==> src/rtl/ddr_burst_wr_ctrl.sv <==
// Drains fixed-length bursts from a 256-bit store FIFO onto AXI write; one beat per 3 cycles (pop, read latency, W handshake).
// Backpressure: AW, W and B each hold their state until awready / wready / bvalid; no pop is issued while a beat waits in W.
module ddr_burst_wr_ctrl #(
  parameter logic [31:0] BASE_ADDR  = 32'h0000_0000,
  parameter logic [31:0] ADDR_LIMIT = 32'h0010_0000
) (
  input  logic         axi_clk,
  input  logic         rst,
  input  logic [7:0]   alen,
  input  logic [9:0]   occupants,
  output logic         fifo_rd_en,
  input  logic [255:0] fifo_rdata,
  input  logic         fifo_rvalid,
  output logic [31:0]  awaddr,
  output logic [7:0]   awlen,
  output logic         awvalid,
  input  logic         awready,
  output logic [255:0] wdata,
  output logic         wvalid,
  input  logic         wready,
  output logic         wlast,
  input  logic         bvalid,
  input  logic [1:0]   bresp,
  output logic         bready,
  output logic         busy,
  output logic         err,
  output logic [15:0]  burst_cnt
);

  typedef enum logic [2:0] {
    IDLE    = 3'd0,
    AW      = 3'd1,
    FETCH   = 3'd2,
    WAIT_RV = 3'd3,
    W       = 3'd4,
    B       = 3'd5
  } state_t;

  state_t      state;
  state_t      state_nxt;
  logic [7:0]  beat;
  logic        start;
  logic [32:0] cur_bytes;
  logic [32:0] nxt_bytes;
  logic [32:0] adv_sum;
  logic [32:0] exit_sum;

  // alen+1 tops out at 256, so the 10-bit compare cannot overflow
  assign start     = occupants >= ({2'b00, alen} + 10'd1);
  assign cur_bytes = ({25'd0, awlen} + 33'd1) << 5;
  assign nxt_bytes = ({25'd0, alen} + 33'd1) << 5;
  assign adv_sum   = {1'b0, awaddr} + cur_bytes;
  assign exit_sum  = {1'b0, awaddr} + nxt_bytes;

  always_ff @(posedge axi_clk or negedge rst) begin
    if (!rst) begin
      state <= IDLE;
    end else begin
      state <= state_nxt;
    end
  end

  always_comb begin
    state_nxt = state;
    case (state)
      IDLE:    if (start)       state_nxt = AW;
      AW:      if (awready)     state_nxt = FETCH;
      FETCH:                    state_nxt = WAIT_RV;
      WAIT_RV: if (fifo_rvalid) state_nxt = W;
      W:       if (wready)      state_nxt = wlast ? B : FETCH;
      B:       if (bvalid)      state_nxt = IDLE;
      default:                  state_nxt = IDLE;
    endcase
  end

  always_comb begin
    awvalid    = 1'b0;
    fifo_rd_en = 1'b0;
    wvalid     = 1'b0;
    bready     = 1'b0;
    busy       = 1'b0;
    case (state)
      IDLE:    busy = 1'b0;
      AW:      begin awvalid = 1'b1; busy = 1'b1; end
      FETCH:   begin fifo_rd_en = 1'b1; busy = 1'b1; end
      WAIT_RV: busy = 1'b1;
      W:       begin wvalid = 1'b1; busy = 1'b1; end
      B:       begin bready = 1'b1; busy = 1'b1; end
      default: busy = 1'b0;
    endcase
  end

  always_ff @(posedge axi_clk or negedge rst) begin
    if (!rst) begin
      awaddr    <= BASE_ADDR;
      awlen     <= 8'd0;
      beat      <= 8'd0;
      wdata     <= '0;
      wlast     <= 1'b0;
      burst_cnt <= 16'd0;
      err       <= 1'b0;
    end else begin
      case (state)
        IDLE: begin
          if (start) begin
            awlen <= alen;
            beat  <= 8'd0;
            // window check uses the length being latched now, not the previous burst's
            if (exit_sum[32] || (exit_sum > {1'b0, ADDR_LIMIT})) begin
              awaddr <= BASE_ADDR;
            end
          end
        end
        WAIT_RV: begin
          if (fifo_rvalid) begin
            wdata <= fifo_rdata;
            wlast <= (beat == awlen);
          end
        end
        W: begin
          if (wready) begin
            if (wlast) begin
              wlast <= 1'b0;
            end else begin
              beat <= beat + 8'd1;
            end
          end
        end
        B: begin
          if (bvalid) begin
            burst_cnt <= burst_cnt + 16'd1;
            if (bresp != 2'b00) begin
              err <= 1'b1;
            end
            awaddr <= adv_sum[32] ? BASE_ADDR : adv_sum[31:0];
          end
        end
        default: begin
        end
      endcase
    end
  end

endmodule

==> config.mk <==
export PLATFORM = sky130hd
export DESIGN_NAME = ddr_burst_wr_ctrl
export DESIGN_NICKNAME = d
export VERILOG_FILES = /design/src/rtl/ddr_burst_wr_ctrl.sv
export SDC_FILE = /design/constraint.sdc
export NUM_CORES = 1
export LEC_CHECK = 0
export BUFFER_PORTS_ARGS = -buffer_cell sky130_fd_sc_hd__clkbuf_2
export CORE_AREA = 2 2 233 235
export DETAILED_ROUTE_END_ITERATION = 8
export DIE_AREA = 0 0 235 237
export PLACE_DENSITY_LB_ADDON = 0.3
export SYNTH_ARGS = -nofsm -noshare
export SYNTH_HDL_FRONTEND = slang
export SYNTH_SLANG_ARGS = --single-unit
==> constraint.sdc <==
create_clock -name axi_clk -period 3.2 [get_ports axi_clk]
set_input_delay 0.16 -clock axi_clk [delete_from_list [all_inputs] [get_ports axi_clk]]
set_output_delay 0.16 -clock axi_clk [all_outputs]
set_load 0.02 [all_outputs]
# Word-level counts from Yosys, hierarchy flattened
# Index checks and enable logic that the tools add are counted.
[op_classes]
order_cmp = 2
n_eq_ne = 13
add_sub_neg = 7
n_reduce_logical = 15
n_mux = 24
[ops]
columns = ["op", "count"]
rows = [
  ["32-bit 2-to-1 mux", 4],
  ["32-bit by 14-bit adder with 33-bit output", 2],
  ["32-bit case mux with 2 select lines", 1],
  ["33-bit by 21-bit greater-than comparator with 1-bit output (second input constant)", 1],
  ["8-bit by 1-bit adder with 9-bit output (second input constant)", 3],
  ["8-bit 2-to-1 mux", 3],
  ["3-bit 2-to-1 mux", 6],
  ["3-bit case mux with 6 select lines", 1],
  ["16-bit by 1-bit adder with 16-bit output (second input constant)", 1],
  ["8-bit case mux with 2 select lines", 1],
  ["2-bit inequality test (second input constant)", 7],
  ["10-bit by 9-bit >= comparator with 1-bit output", 1],
  ["8-bit by 1-bit adder with 8-bit output (second input constant)", 1],
  ["8-bit equality test", 1],
  ["4-bit AND reduction", 2],
  ["2-bit nonzero test", 4],
  ["1-bit 2-to-1 mux", 7],
  ["3-bit by 2-bit equality test with 1-bit output (second input constant)", 2],
  ["3-bit equality test (second input constant)", 2],
  ["2-bit AND reduction", 3],
  ["3-bit AND reduction", 2],
  ["5-bit AND reduction", 1],
  ["5-bit OR reduction", 1],
  ["3-bit by 1-bit equality test with 1-bit output (second input constant)", 1],
  ["3 further kinds", 3],
]
[totals]
word_cells = 69
output_inout_bits = 319
in_bits = 282
ff_bits = 325

# Longest topological paths before layout
# Gate-level depths: netlist of run 1.
[logic_depth]
ltp_word = 7
depth_mapped = 15
ltp_nobuf = 14

# Worst setup path before layout of run 1
# No wires, ideal clock.
[synth_timing]
kind = "in2reg"
start = "in alen[0]"
end = "reg awaddr[18]"
path_slack_ps = -26
t_required_ps = 3112
arrival_ps = 3138
cell_stages = 13
n_path_buf = 0
setup_time_ps = 88
path_cell_list = "ha_1 -> nand3_1 -> nor2_1 -> xor2_1 -> ha_1 -> and3_4 -> a221oi_4 -> a211oi_2 -> xor2_1 -> a2111o_1 -> a2111oi_4 -> o21ai_2 -> a41oi_1"
[synth_via]
elab_chain_len = 6
elab_cells_between_ends = 9
classes_between = "add/sub (3); order compare (2); eq/ne (2); reduce/logical (2)"
[synth_lines]
columns = ["item", "line", "text"]
rows = [
  ["start, declared", "9", "input logic [7:0] alen,"],
  ["8-bit by 1-bit adder with 9-bit output", "49, 51", ""],
  ["32-bit by 14-bit adder with 33-bit output", "53", "assign exit_sum = {1'b0, awaddr} + nxt_bytes;"],
  ["33-bit by 21-bit greater-than comparator with 1-bit output", "109", "if (exit_sum[32] || (exit_sum > {1'b0, ADDR_LIMIT})) begin"],
  ["1-bit logical OR", "109", ""],
  ["2-bit inequality test (no source line)", "-", ""],
  ["4-bit AND reduction (no source line) (*)", "-", ""],
  ["end signal, assigned", "135", "awaddr <= adv_sum[32] ? BASE_ADDR : adv_sum[31:0];"],
  ["end, declared", "14", "output logic [31:0] awaddr,"],
]
# Mark *: on every way between the ends. The rest lies on a longest branch, timed or not.
# A chain may end at the register's enable or synchronous reset.

# Worst setup path after layout of run 1
[layout_timing]
start = "in alen[6]"
end = "reg awaddr[18]"
# The elaborated chain is that of the path after synthesis.

==> key figures, run 1 <==
Finish
  – Final Cell Area: 0.02310 sq mm
  – Fin util: 43.36%
  – Layout cells sized above 1: 49.46%
  – Leading cell type in the layout, fill and taps excluded: clkbuf_2
  – Fin nets: 2426
  – Area growth syn-to-layout: 58.57%
  – Most frequent cells in the layout: clkbuf_2 (594), dfrtp_1 (318), dlygate4sd3_1 (266)

Critical path
  – CP dominant cell by count: buf_4
  – End of the worst register-to-register path: awaddr[18]
  – CP Capture Type: flip-flop
  – Worst EP required: 3.65 ns
  – WS Path Type: input port to flip-flop
  – Worst-case reg-to-reg path depth: 11
  – Max FO, Critical Path: 11
  – Startpoint types: input port
  – RR Startpoint: awlen[0]
  – Crit path DAT: 3.53 ns
  – Internal reg-to-reg setup slack: 0.16 ns
  – Critical-path cell list: clkbuf_2 > dlygate4sd3_1 > buf_4 > xor2_2 > ha_1 > and3_4 > buf_4 > o311ai_4 > buf_4 > and2_1 > buf_4 > a211oi_1 > nor2b_1 > nor4b_4 > buf_6 > o21ai_2 > a41oi_1
  – Critical path's slowest cell: dlygate4sd3_1
  – Worst path max stage delay: 0.54 ns

STA
  – Setup WS post-layout: 0.1188 ns
  – Rel. slew slack: 46.69%
  – Fmax: 324.5 MHz
  – Post-Route Setup TNS: 0 ns
  – Finish-stage setup viols: 0
  – Final Max Tran Viols: 0
  – Final Hold Viols: 0
  – Worst slew pin tran: 0.7936 ns
  – Worst Skew: 0.01063 ns
  – Minimum clock period after layout: 3.081 ns
  – Part of the cycle the worst path needs: 96.29%

GRT
  – Initial antenna violation count: 2
  – Largest net degree at the start of global routing: 68
  – Vias in the first global route: 13880
  – Grt ovf: 0
  – GRT Total Usage: 17.78%
  – First-pass GRT wire length: 78850 microns

Worst hold path
  – Min-delay src: alen[1]
  – Hold Path Class: input port to flip-flop
  – Worst hold stages: 4
  – Hold endpoint: awlen[1]

Logic synthesis
  – Yosys top cell area share: 54.96%
  – Post-synthesis cell area: 0.01457 sq mm
  – Synth Flop Type: dfrtp_1
  – Dominant cells by area after synthesis: dfrtp_1 (55%), mux2_2 (20%), ha_1 (2.7%)
  – Syn Inst Count: 1164
  – Ys async rst share: 100.0%
  – Seq/Total Area, Yosys: 54.96%
  – Avg Inst Size Synth: 12.52 sq um
  – FF+latch count, synth: 320
  – Yosys warns: 0
  – Synth cell types: 67
  – Yosys top cell by area: dfrtp_1
  – Post-synth EDFFs: 0

Routing
  – Post-Route WL: 51070 microns
  – Via count: 12940
  – Initial DRC count: 671
  – 1st-pass router iterations: 5
  – DRC: 0
  – DRT antenna net count: 0
  – Vias per cell: 4.569
  – WL/cell: 18.03 microns

Place
  – Detail Placement HPWL: 37340 microns
  – Routability cong.: 0.8473
  – Placed Instance Area: 0.01900 sq mm
  – Number of port buffers: 595
  – Pre-CTS WS: -0.3010 ns

Floorplan
  – Rows: 85
  – Initial core utilization: 27.35%
  – Ports: 601
  – Die width: 235 microns
  – Chip Height: 237 microns
  – Die ar.: 0.05570 sq mm
  – Core area: 0.05328 sq mm

Clocking
  – CTS Root Cell: clkbuf_16
  – CTS clk-pin slew, worst paths: 0.05 ns
  – Sink Count: 320
  – Number of H-tree levels: 2
  – CTS Buf Count: 37
  – CTS tree: yes
  – Max Root-Sink Buffers: 3
  – Worst-Skew Late Latency: 0.54 ns

Job
  – Max-cap viol count: 0

Status
  – Status: completed

Pwr
  – Max rail drop VDD: 570.5 uV
  – Pleak: 11.13 nW
  – Final Total Pwr: 0.02090 W
  – PwrDens: 904.6 mW/mm^2
-- critical path, delay by kind of cell --
family | cells | cell delay, ns
xor gates and xnor gates | 1 | 0.18
AOI/OAI and AO/OA | 4 | 0.63
and+or+nand+nor | 4 | 0.79
buffers and inverters | 7 | 1.43
adders and majority gates | 1 | 0.32
-- per-layer routing --
metal | vias up | wire length [microns] | GRT usage, %
li1 | 6053 | - | -
met1 | 6346 | 19730 | 20.33
met2 | 473 | 26530 | 31.92
met3 | 72 | 3660 | 5.409
met4 | 0 | 1147 | 5.044
met5 | - | 0 | 0
-- cells in the mapped netlist (10+ instances only) --
master and n:
dfrtp_1 320, mux2_2 257, nand2_1 77, clkbuf_1 50, nor2_1 47, o21ai_0 43
xnor2_1 35, ha_1 31, nand4_1 25, inv_1 23, a21oi_1 21, nand3_1 21
xor2_1 19, o31ai_1 14, nor3_1 11, o211ai_1 10
-- repair_timing --
action                                  4_1_cts  5_1_grt
setup buffers                                 0        8
endpoints found under the setup margin        1       25
endpoints found under the hold margin       326        0
pin swaps                                     0       12
hold buffers                                267        0
gates resized for setup                       1       35
gates cloned                                  0        2
-- power breakdown --
part | leakage [nW] | total [W] | internal, W | switching (W)
Combinational | 6.68 | 0.00978 | 0.00416 | 0.00563
Clock | 0.593 | 0.00418 | 0.00248 | 0.00169
Sequential | 3.86 | 0.00694 | 0.00585 | 0.00108
-- worst max-delay path by stage --
stage / startpoint / to / cells past startpoint / slack (ns)
floorplan: alen[0] / awaddr[18] / 13 / 0.05
CTS: awlen[1] / awaddr[27] / 13 / 0.02
global route: alen[6] / awaddr[28] / 18 / -0.02
detailed placement: alen[0] / awaddr[17] / 15 / -0.30
global placement: alen[0] / awaddr[17] / 15 / -0.29
finish: alen[6] / awaddr[18] / 17 / 0.12
-- layout make-up --
| type | count | area [sq um] |
|---|---|---|
| fill | 4935 | 30180 |
| antenna | 2 | 5.005 |
| multi-input combinational | 759 | 6370 |
| inverter | 25 | 97.59 |
| sequential | 320 | 8010 |
| timing repair inverter | 1 | 7.507 |
| clock buffer | 55 | 1115 |
| tap | 696 | 870.8 |
| clock inverter | 8 | 80.08 |
| timing repair buffer | 967 | 6548 |
-- registers in the layout (all words and copies together) (netlist names) --
signal and cells:
wdata 256, awaddr 27, burst_cnt 16, awlen 8, beat 8, state 3
err 1, wlast 1
-- through the flow --
step / std cells / hold WS [ns]
2_1_floorplan: 1168 / -0.1356
3_3_place_gp: 2492 / 0.1593
3_5_place_dp: 2492 / 0.1684
4_1_cts: 2822 / 0.07163
5_1_grt: 2833 / 0.01747
6_report: 2833 / 0.001315
-- cell families (layout without fill, tap and decap cells) --
group                      Yosys count  in the layout  share of synthesized area [%]
muxes                              261            261                          20.14
and+or+nand+nor                    243            243                          8.321
other                                1              7                        0.02574
buffers and inverters               89           1056                          2.482
AOI/OAI and AO/OA                  163            163                          7.892
xor gates and xnor gates            54             54                          3.246
adders and majority gates           33             33                          2.937
DFF                                320            320                          54.96
Power figures use the tool's default switching activity.
==> run 2, diff against run 1 <==
--- a/config.mk
+++ b/config.mk
@@ -9,7 +9,7 @@
 export CORE_AREA = 2 2 233 235
 export DETAILED_ROUTE_END_ITERATION = 8
 export DIE_AREA = 0 0 235 237
-export PLACE_DENSITY_LB_ADDON = 0.3
+export PLACE_DENSITY = 0.54
 export SYNTH_ARGS = -nofsm -noshare
 export SYNTH_HDL_FRONTEND = slang
 export SYNTH_SLANG_ARGS = --single-unit
==> key figures, run 2 (synthesis results as in run 1) <==
STA
  – Fmax: 324.5 MHz (about the same)
  – Worst Skew: 0.01231 ns (+0.001680 ns)
  – Final Hold Viols: 1 (+1)
  – Rel. slew slack: 47.95% (+1.3 points)
  – Minimum clock period after layout: 3.081 ns (+0.00009300 ns)
  – RSZ-0062 raised after global routing: no
  – Part of the cycle the worst path needs: 96.29% (about the same)
  – Post-Route Setup TNS: 0 ns (unchanged)
  – Final Max Tran Viols: 0 (unchanged)
  – Worst slew pin tran: 0.7808 ns (-0.01281 ns)
  – Finish-stage setup viols: 0 (unchanged)
  – Fin Hold WS: -0.001665 ns (-0.002980 ns)

Critical path
  – CP Capture Type: flip-flop
  – Worst EP required: 3.63 ns (-0.02 ns)
  – Crit path DAT: 3.51 ns (-0.02 ns)
  – Startpoint types: input port
  – Max FO, Critical Path: 7 (-4)
  – WS Path Type: input port to flip-flop

Finish
  – Biggest regs: wdata: 256 flops, awaddr: 27 flops, burst_cnt: 16 flops
  – Most frequent cells in the layout: clkbuf_2 (594), dfrtp_1 (320), dlygate4sd3_1 (266)
  – Most flops, register: wdata
  – Area growth syn-to-layout: 58.89%
  – Max FFs per register: 256 (unchanged)
  – Final Cell Area: 0.02315 sq mm (+0.21%)
  – Fin util: 43.45% (+0.089 points)
  – Fin nets: 2420 (-0.25%)
  – Leading cell type in the layout, fill and taps excluded: clkbuf_2
  – Layout cells sized above 1: 49.23% (-0.23 points)

Routing
  – 1st-pass router iterations: 5 (unchanged)
  – WL/cell: 17.98 microns (-0.29%)
  – Initial DRC count: 659 (-1.8%)
  – Vias per cell: 4.589 (+0.44%)
  – DRT antenna net count: 0 (unchanged)
  – DRC: 0 (unchanged)
  – Post-Route WL: 50910 microns (-0.32%)
  – Via count: 13000 (+0.40%)

Pwr
  – Pleak: 11.12 nW (-0.17%)
  – PwrDens: 908.6 mW/mm^2 (+0.44%)
  – Sequential Power Share: 33.3% (about the same)
  – Max rail drop VDD: 624.9 uV (+9.5%)
  – Sw Pwr: 0.008490 W (+1.0%)
  – Internal power: 0.01255 W (+0.41%)
  – Clock power frac: 20.6% (+0.6 points)
  – Combinational Power Share: 46.1% (-0.7 points)
  – Final Total Pwr: 0.02104 W (+0.65%)
  – Switching part of the total: 40.36% (+0.14 points)

Clocking
  – CTS Buf Count: 39 (+5.4%)
  – Sink Count: 320 (unchanged)
  – Max Root-Sink Buffers: 3 (unchanged)
  – CTS tree: yes
  – Worst-Skew Late Latency: 0.56 ns (+0.02 ns)
  – Number of H-tree levels: 2 (unchanged)
  – CTS Root Cell: clkbuf_16
  – CTS clk-pin slew, worst paths: 0.06 ns (about the same)

GRT
  – First-pass GRT wire length: 78270 microns (-0.73%)
  – GRT Total Usage: 17.71% (-0.070 points)
  – Grt ovf: 0 (unchanged)
  – Largest net degree at the start of global routing: 117 (+72%)
  – Initial antenna violation count: 6 (+4)
  – Vias in the first global route: 13840 (-0.32%)

Job
  – Max-cap viol count: 0 (unchanged)

Place
  – Placed Instance Area: 0.01900 sq mm (about the same)
  – Number of port buffers: 595 (unchanged)
  – Routability cong.: 0.8651 (+2.1%)
  – Detail Placement HPWL: 37270 microns (-0.21%)

Status
  – Violated checks: hold timing
  – Status: complete, but fails checks

Floorplan
  – Chip Height: 237 microns (unchanged)
  – Rows: 85 (unchanged)
  – Initial core utilization: 27.35% (unchanged)
  – Die width: 235 microns (unchanged)
  – Ports: 601 (unchanged)
  – Die ar.: 0.05570 sq mm (unchanged)
  – Core area: 0.05328 sq mm (unchanged)

Worst hold path
  – Hold Path Class: input port to flip-flop
[run 2: cell types whose count changed in the layout (fill, tap and decap cells not counted), sizes merged]
cell,change
inv,+3
clkinv,+1
bufinv,+1
diode,+1
clkbuf,+1
buf,-8
[run 2: timing repair]
action,in CTS,in global routing
hold buffers,267,0
buffers inserted,1,6
endpoints found under the setup margin,3,25
hold endpoints to repair,325,0
gates cloned,0,1
pin swaps,0,11
gates resized for setup,2,31
[run 2: final timing paths]
check,startpoint,to,slack [ns],cells after the start
max,alen[6],awaddr[17],0.12,15
min,alen[1],awlen[1],-0.002,4
max reg2reg,awaddr[5],awaddr[17],0.17,11
min reg2reg,err,err,0.47,1
max in group asynchronous,rst,wdata[48],2.13,3
min in group asynchronous,rst,wdata[223],0.18,2
[run 2: critical path: stages]
cell,delay [ns]
clkbuf_2,0.09
dlygate4sd3_1,0.54
buf_4,0.16
xor2_2,0.18
ha_1,0.33
and3_4,0.19
a221oi_4,0.25
buf_6,0.16
a211oi_2,0.07
xor2_1,0.18
a2111o_1,0.34
a2111oi_4,0.43
buf_4,0.23
o221ai_1,0.13
o41ai_1,0.07
[run 2: metal layers]
metal	global-route usage, %	wire [microns]	share of wire [%]
met2	31.02	25780	51
met5	0	11	0.022
met4	6.866	1563	3.1
met1	20.89	20270	40
met3	4.278	3282	6.4
[run 2: final cells by class]
| class | instances | area [sq um] |
|---|---|---|
| clock buffer | 56 | 1090 |
| inverter | 25 | 97.59 |
| multi-input combinational | 759 | 6372 |
| timing repair inverter | 1 | 7.507 |
| clock inverter | 13 | 170.2 |
| fill | 4953 | 30130 |
| sequential | 320 | 8008 |
| antenna | 3 | 7.507 |
| tap | 696 | 870.8 |
| timing repair buffer | 959 | 6528 |
[run 2: power by group through the flow]
stage / clock [W] / combinational [W] / sequential, W
after floorplan: 0 / 0.00367 / 0.00897
after global placement: 0 / 0.00927 / 0.00692
after detailed placement: 0 / 0.00935 / 0.00699
after CTS: 0.00446 / 0.00965 / 0.00696
after global routing: 0.00464 / 0.0103 / 0.00722
final: 0.00434 / 0.00969 / 0.00701
[run 2: through the flow]
stage	std cells	worst slack, ns	hold WS (ns)
6_report	2832	0.1187	-0.001665
5_1_grt	2831	0.002502	0.02406
4_1_cts	2823	0.03461	0.07044
3_5_place_dp	2486	-0.3642	0.1798
3_3_place_gp	2486	-0.3220	0.1784
2_1_floorplan	1168	0.05428	-0.1356
==> run 3, diff against run 2 <==
--- a/config.mk
+++ b/config.mk
@@ -9,7 +9,7 @@
 export CORE_AREA = 2 2 233 235
 export DETAILED_ROUTE_END_ITERATION = 8
 export DIE_AREA = 0 0 235 237
-export PLACE_DENSITY = 0.54
+export PLACE_DENSITY = 0.53
 export SYNTH_ARGS = -nofsm -noshare
 export SYNTH_HDL_FRONTEND = slang
 export SYNTH_SLANG_ARGS = --single-unit
==> constraint.sdc (replaced) <==
create_clock -name axi_clk -period 3.23 [get_ports axi_clk]
set_input_delay 0.1615 -clock axi_clk [delete_from_list [all_inputs] [get_ports axi_clk]]
set_output_delay 0.1615 -clock axi_clk [all_outputs]
set_load 0.02 [all_outputs]
==> key figures, run 3 (synthesis results as in run 1) <==
Finish
  – Biggest regs: wdata: 256 flops, awaddr: 27 flops, burst_cnt: 16 flops
  – Non-Filler Instances: 2833 (+0.035%)
  – Area growth syn-to-layout: 59.03% (about the same)
  – Layout cells sized above 1: 49.53% (+0.30 points)
  – Most flops, register: wdata
  – Max FFs per register: 256 (unchanged)
  – Fin nets: 2422 (+0.083%)
  – Leading cell type in the layout, fill and taps excluded: clkbuf_2
  – Final Cell Area: 0.02317 sq mm (about the same)
  – Most frequent cells in the layout: clkbuf_2 (593), dfrtp_1 (319), dlygate4sd3_1 (266)

Clocking
  – CTS Buf Count: 38 (-2.6%)
  – CTS clk-pin slew, worst paths: 0.06 ns (about the same)
  – Number of H-tree levels: 2 (unchanged)
  – Max Root-Sink Buffers: 3 (unchanged)
  – CTS Root Cell: clkbuf_16
  – Worst-Skew Late Latency: 0.54 ns (-0.02 ns)
  – CTS tree: yes
  – Sink Count: 320 (unchanged)

Worst hold path
  – Hold Path Class: input port to flip-flop

Critical path
  – Worst path max stage delay: 0.40 ns (-0.14 ns)
  – CP dominant cell by count: ha_1
  – Max FO, Critical Path: 8 (+1)
  – Crit path DAT: 3.49 ns (-0.02 ns)
  – Critical-path cell list: ha_1 > nand3_2 > nor2_2 > xor2_2 > ha_1 > o21ai_2 > nor3_1 > a211o_1 > nand2_1 > o21ai_1 > buf_4 > or2_2 > o41ai_1
  – Family with the most delay on the worst path: simple AND/OR/NAND/NOR gates
  – Worst EP required: 3.66 ns (+0.03 ns)
  – WS Path Type: flip-flop to flip-flop
  – Critical path's slowest cell: dfrtp_1
  – Internal reg-to-reg setup slack: 0.17 ns (about the same)
  – Critical path buffers and inverters: 1 (-4)
  – Startpoint types: flip-flop
  – CP Capture Type: flip-flop

STA
  – Final Max Tran Viols: 0 (unchanged)
  – Final Hold Viols: 0 (-1)
  – Worst slew pin tran: 0.6672 ns (-0.1135 ns)
  – Post-Route Setup TNS: 0 ns (unchanged)
  – Part of the cycle the worst path needs: 94.70%
  – Rel. slew slack: 55.52% (+7.6 points)
  – Minimum clock period after layout: 3.059 ns
  – Setup WS post-layout: 0.1713 ns (+0.05263 ns)
  – Fmax: 326.9 MHz
  – Worst Skew: 0.02013 ns (+0.007818 ns)
  – Finish-stage setup viols: 0 (unchanged)

Floorplan
  – Die ar.: 0.05570 sq mm (unchanged)
  – Core area: 0.05328 sq mm (unchanged)
  – Rows: 85 (unchanged)
  – Ports: 601 (unchanged)
  – Chip Height: 237 microns (unchanged)
  – Die width: 235 microns (unchanged)
  – Initial core utilization: 27.35% (unchanged)

Routing
  – Initial DRC count: 472 (-28%)
  – Via count: 12880 (-0.90%)
  – 1st-pass router iterations: 5 (unchanged)
  – DRC: 0 (unchanged)
  – Post-Route WL: 50410 microns (-0.98%)
  – WL/cell: 17.79 microns (-1.0%)
  – DRT antenna net count: 0 (unchanged)
  – Vias per cell: 4.546 (-0.94%)

Place
  – Number of port buffers: 595 (unchanged)
  – Pre-CTS WS: -0.2777 ns (+0.08649 ns)
  – Routability cong.: 0.8774 (+1.4%)
  – Placed Instance Area: 0.01900 sq mm (unchanged)
  – Detail Placement HPWL: 36980 microns (-0.77%)
  – Placed instance count: 2491 (+0.20%)

GRT
  – Initial antenna violation count: 7 (+1)
  – Vias in the first global route: 13870 (+0.25%)
  – First-pass GRT wire length: 77920 microns (-0.45%)
  – GRT Total Usage: 17.59% (-0.11 points)
  – Largest net degree at the start of global routing: 99 (-15%)
  – Grt ovf: 0 (unchanged)

Pwr
  – Max rail drop VDD: 619.3 uV (-0.90%)
  – PwrDens: 900.8 mW/mm^2 (-0.87%)
  – Pleak: 11.18 nW (+0.57%)
  – Final Total Pwr: 0.02087 W (-0.78%)

Status
  – Status: completed

Job
  – Max-cap viol count: 0 (unchanged)
-- run 3: area by class of cell --
type	instances	area (sq um)
Clock inverter	12	156.4
Sequential cell	320	8009
Fill cell	4952	30110
Inverter	25	97.59
Tap cell	696	870.8
Timing Repair Buffer	963	6533
Clock buffer	55	1146
Multi-Input combinational cell	759	6351
Antenna cell	3	7.507
-- run 3: metrics by stage --
| step | utilization (%) | hold WS, ns |
|---|---|---|
| floorplan | - | -0.1341 |
| global route | 43.48 | 0.05896 |
| global placement | 35.67 | 0.2105 |
| CTS | 43.15 | 0.04849 |
| finish | 43.49 | 0.07872 |
| detailed placement | 35.67 | 0.2170 |
-- run 3: path summary, 6_finish.rpt --
kind / cells past startpoint / start / endpoint
worst min-delay path: 4 / alen[6] / awlen[6]
worst min register to register: 1 / err / err
worst max-delay path: 13 / awlen[0] / awaddr[27]
max in group asynchronous: 3 / rst / wdata[128]
min in group asynchronous: 2 / rst / wdata[12]
worst max register to register: 13 / awlen[0] / awaddr[27]
-- run 3: where the power goes --
| part | internal, W | switching [W] |
|---|---|---|
| Clock | 0.00271 | 0.00173 |
| Sequential | 0.00580 | 0.00108 |
| Combinational | 0.00407 | 0.00549 |
| Total | 0.0126 | 0.00829 |
-- run 3: routing by layer --
metal,wire length (microns),global-route usage (%)
met5,24,0
met4,1521,6.252
met3,3154,4.535
met2,26180,31.50
met1,19530,20.24
-- run 3: repair_timing --
action                     4_1_cts  5_1_grt
hold buffers                   267        0
cloned                           0        1
setup endpoints to repair        2       25
buffers inserted                 2        3
hold endpoints to repair       342        0
resized for setup                1       37
pin swaps                        1       15
-- run 3: worst reg2reg max path, stage by stage (launching register included) --
cell     delay, ns
dfrtp_1       0.40
ha_1          0.22
nand3_2       0.12
nor2_2        0.18
xor2_2        0.18
ha_1          0.28
o21ai_2       0.10
nor3_1        0.07
a211o_1       0.32
nand2_1       0.13
o21ai_1       0.10
buf_4         0.19
or2_2         0.39
o41ai_1       0.26
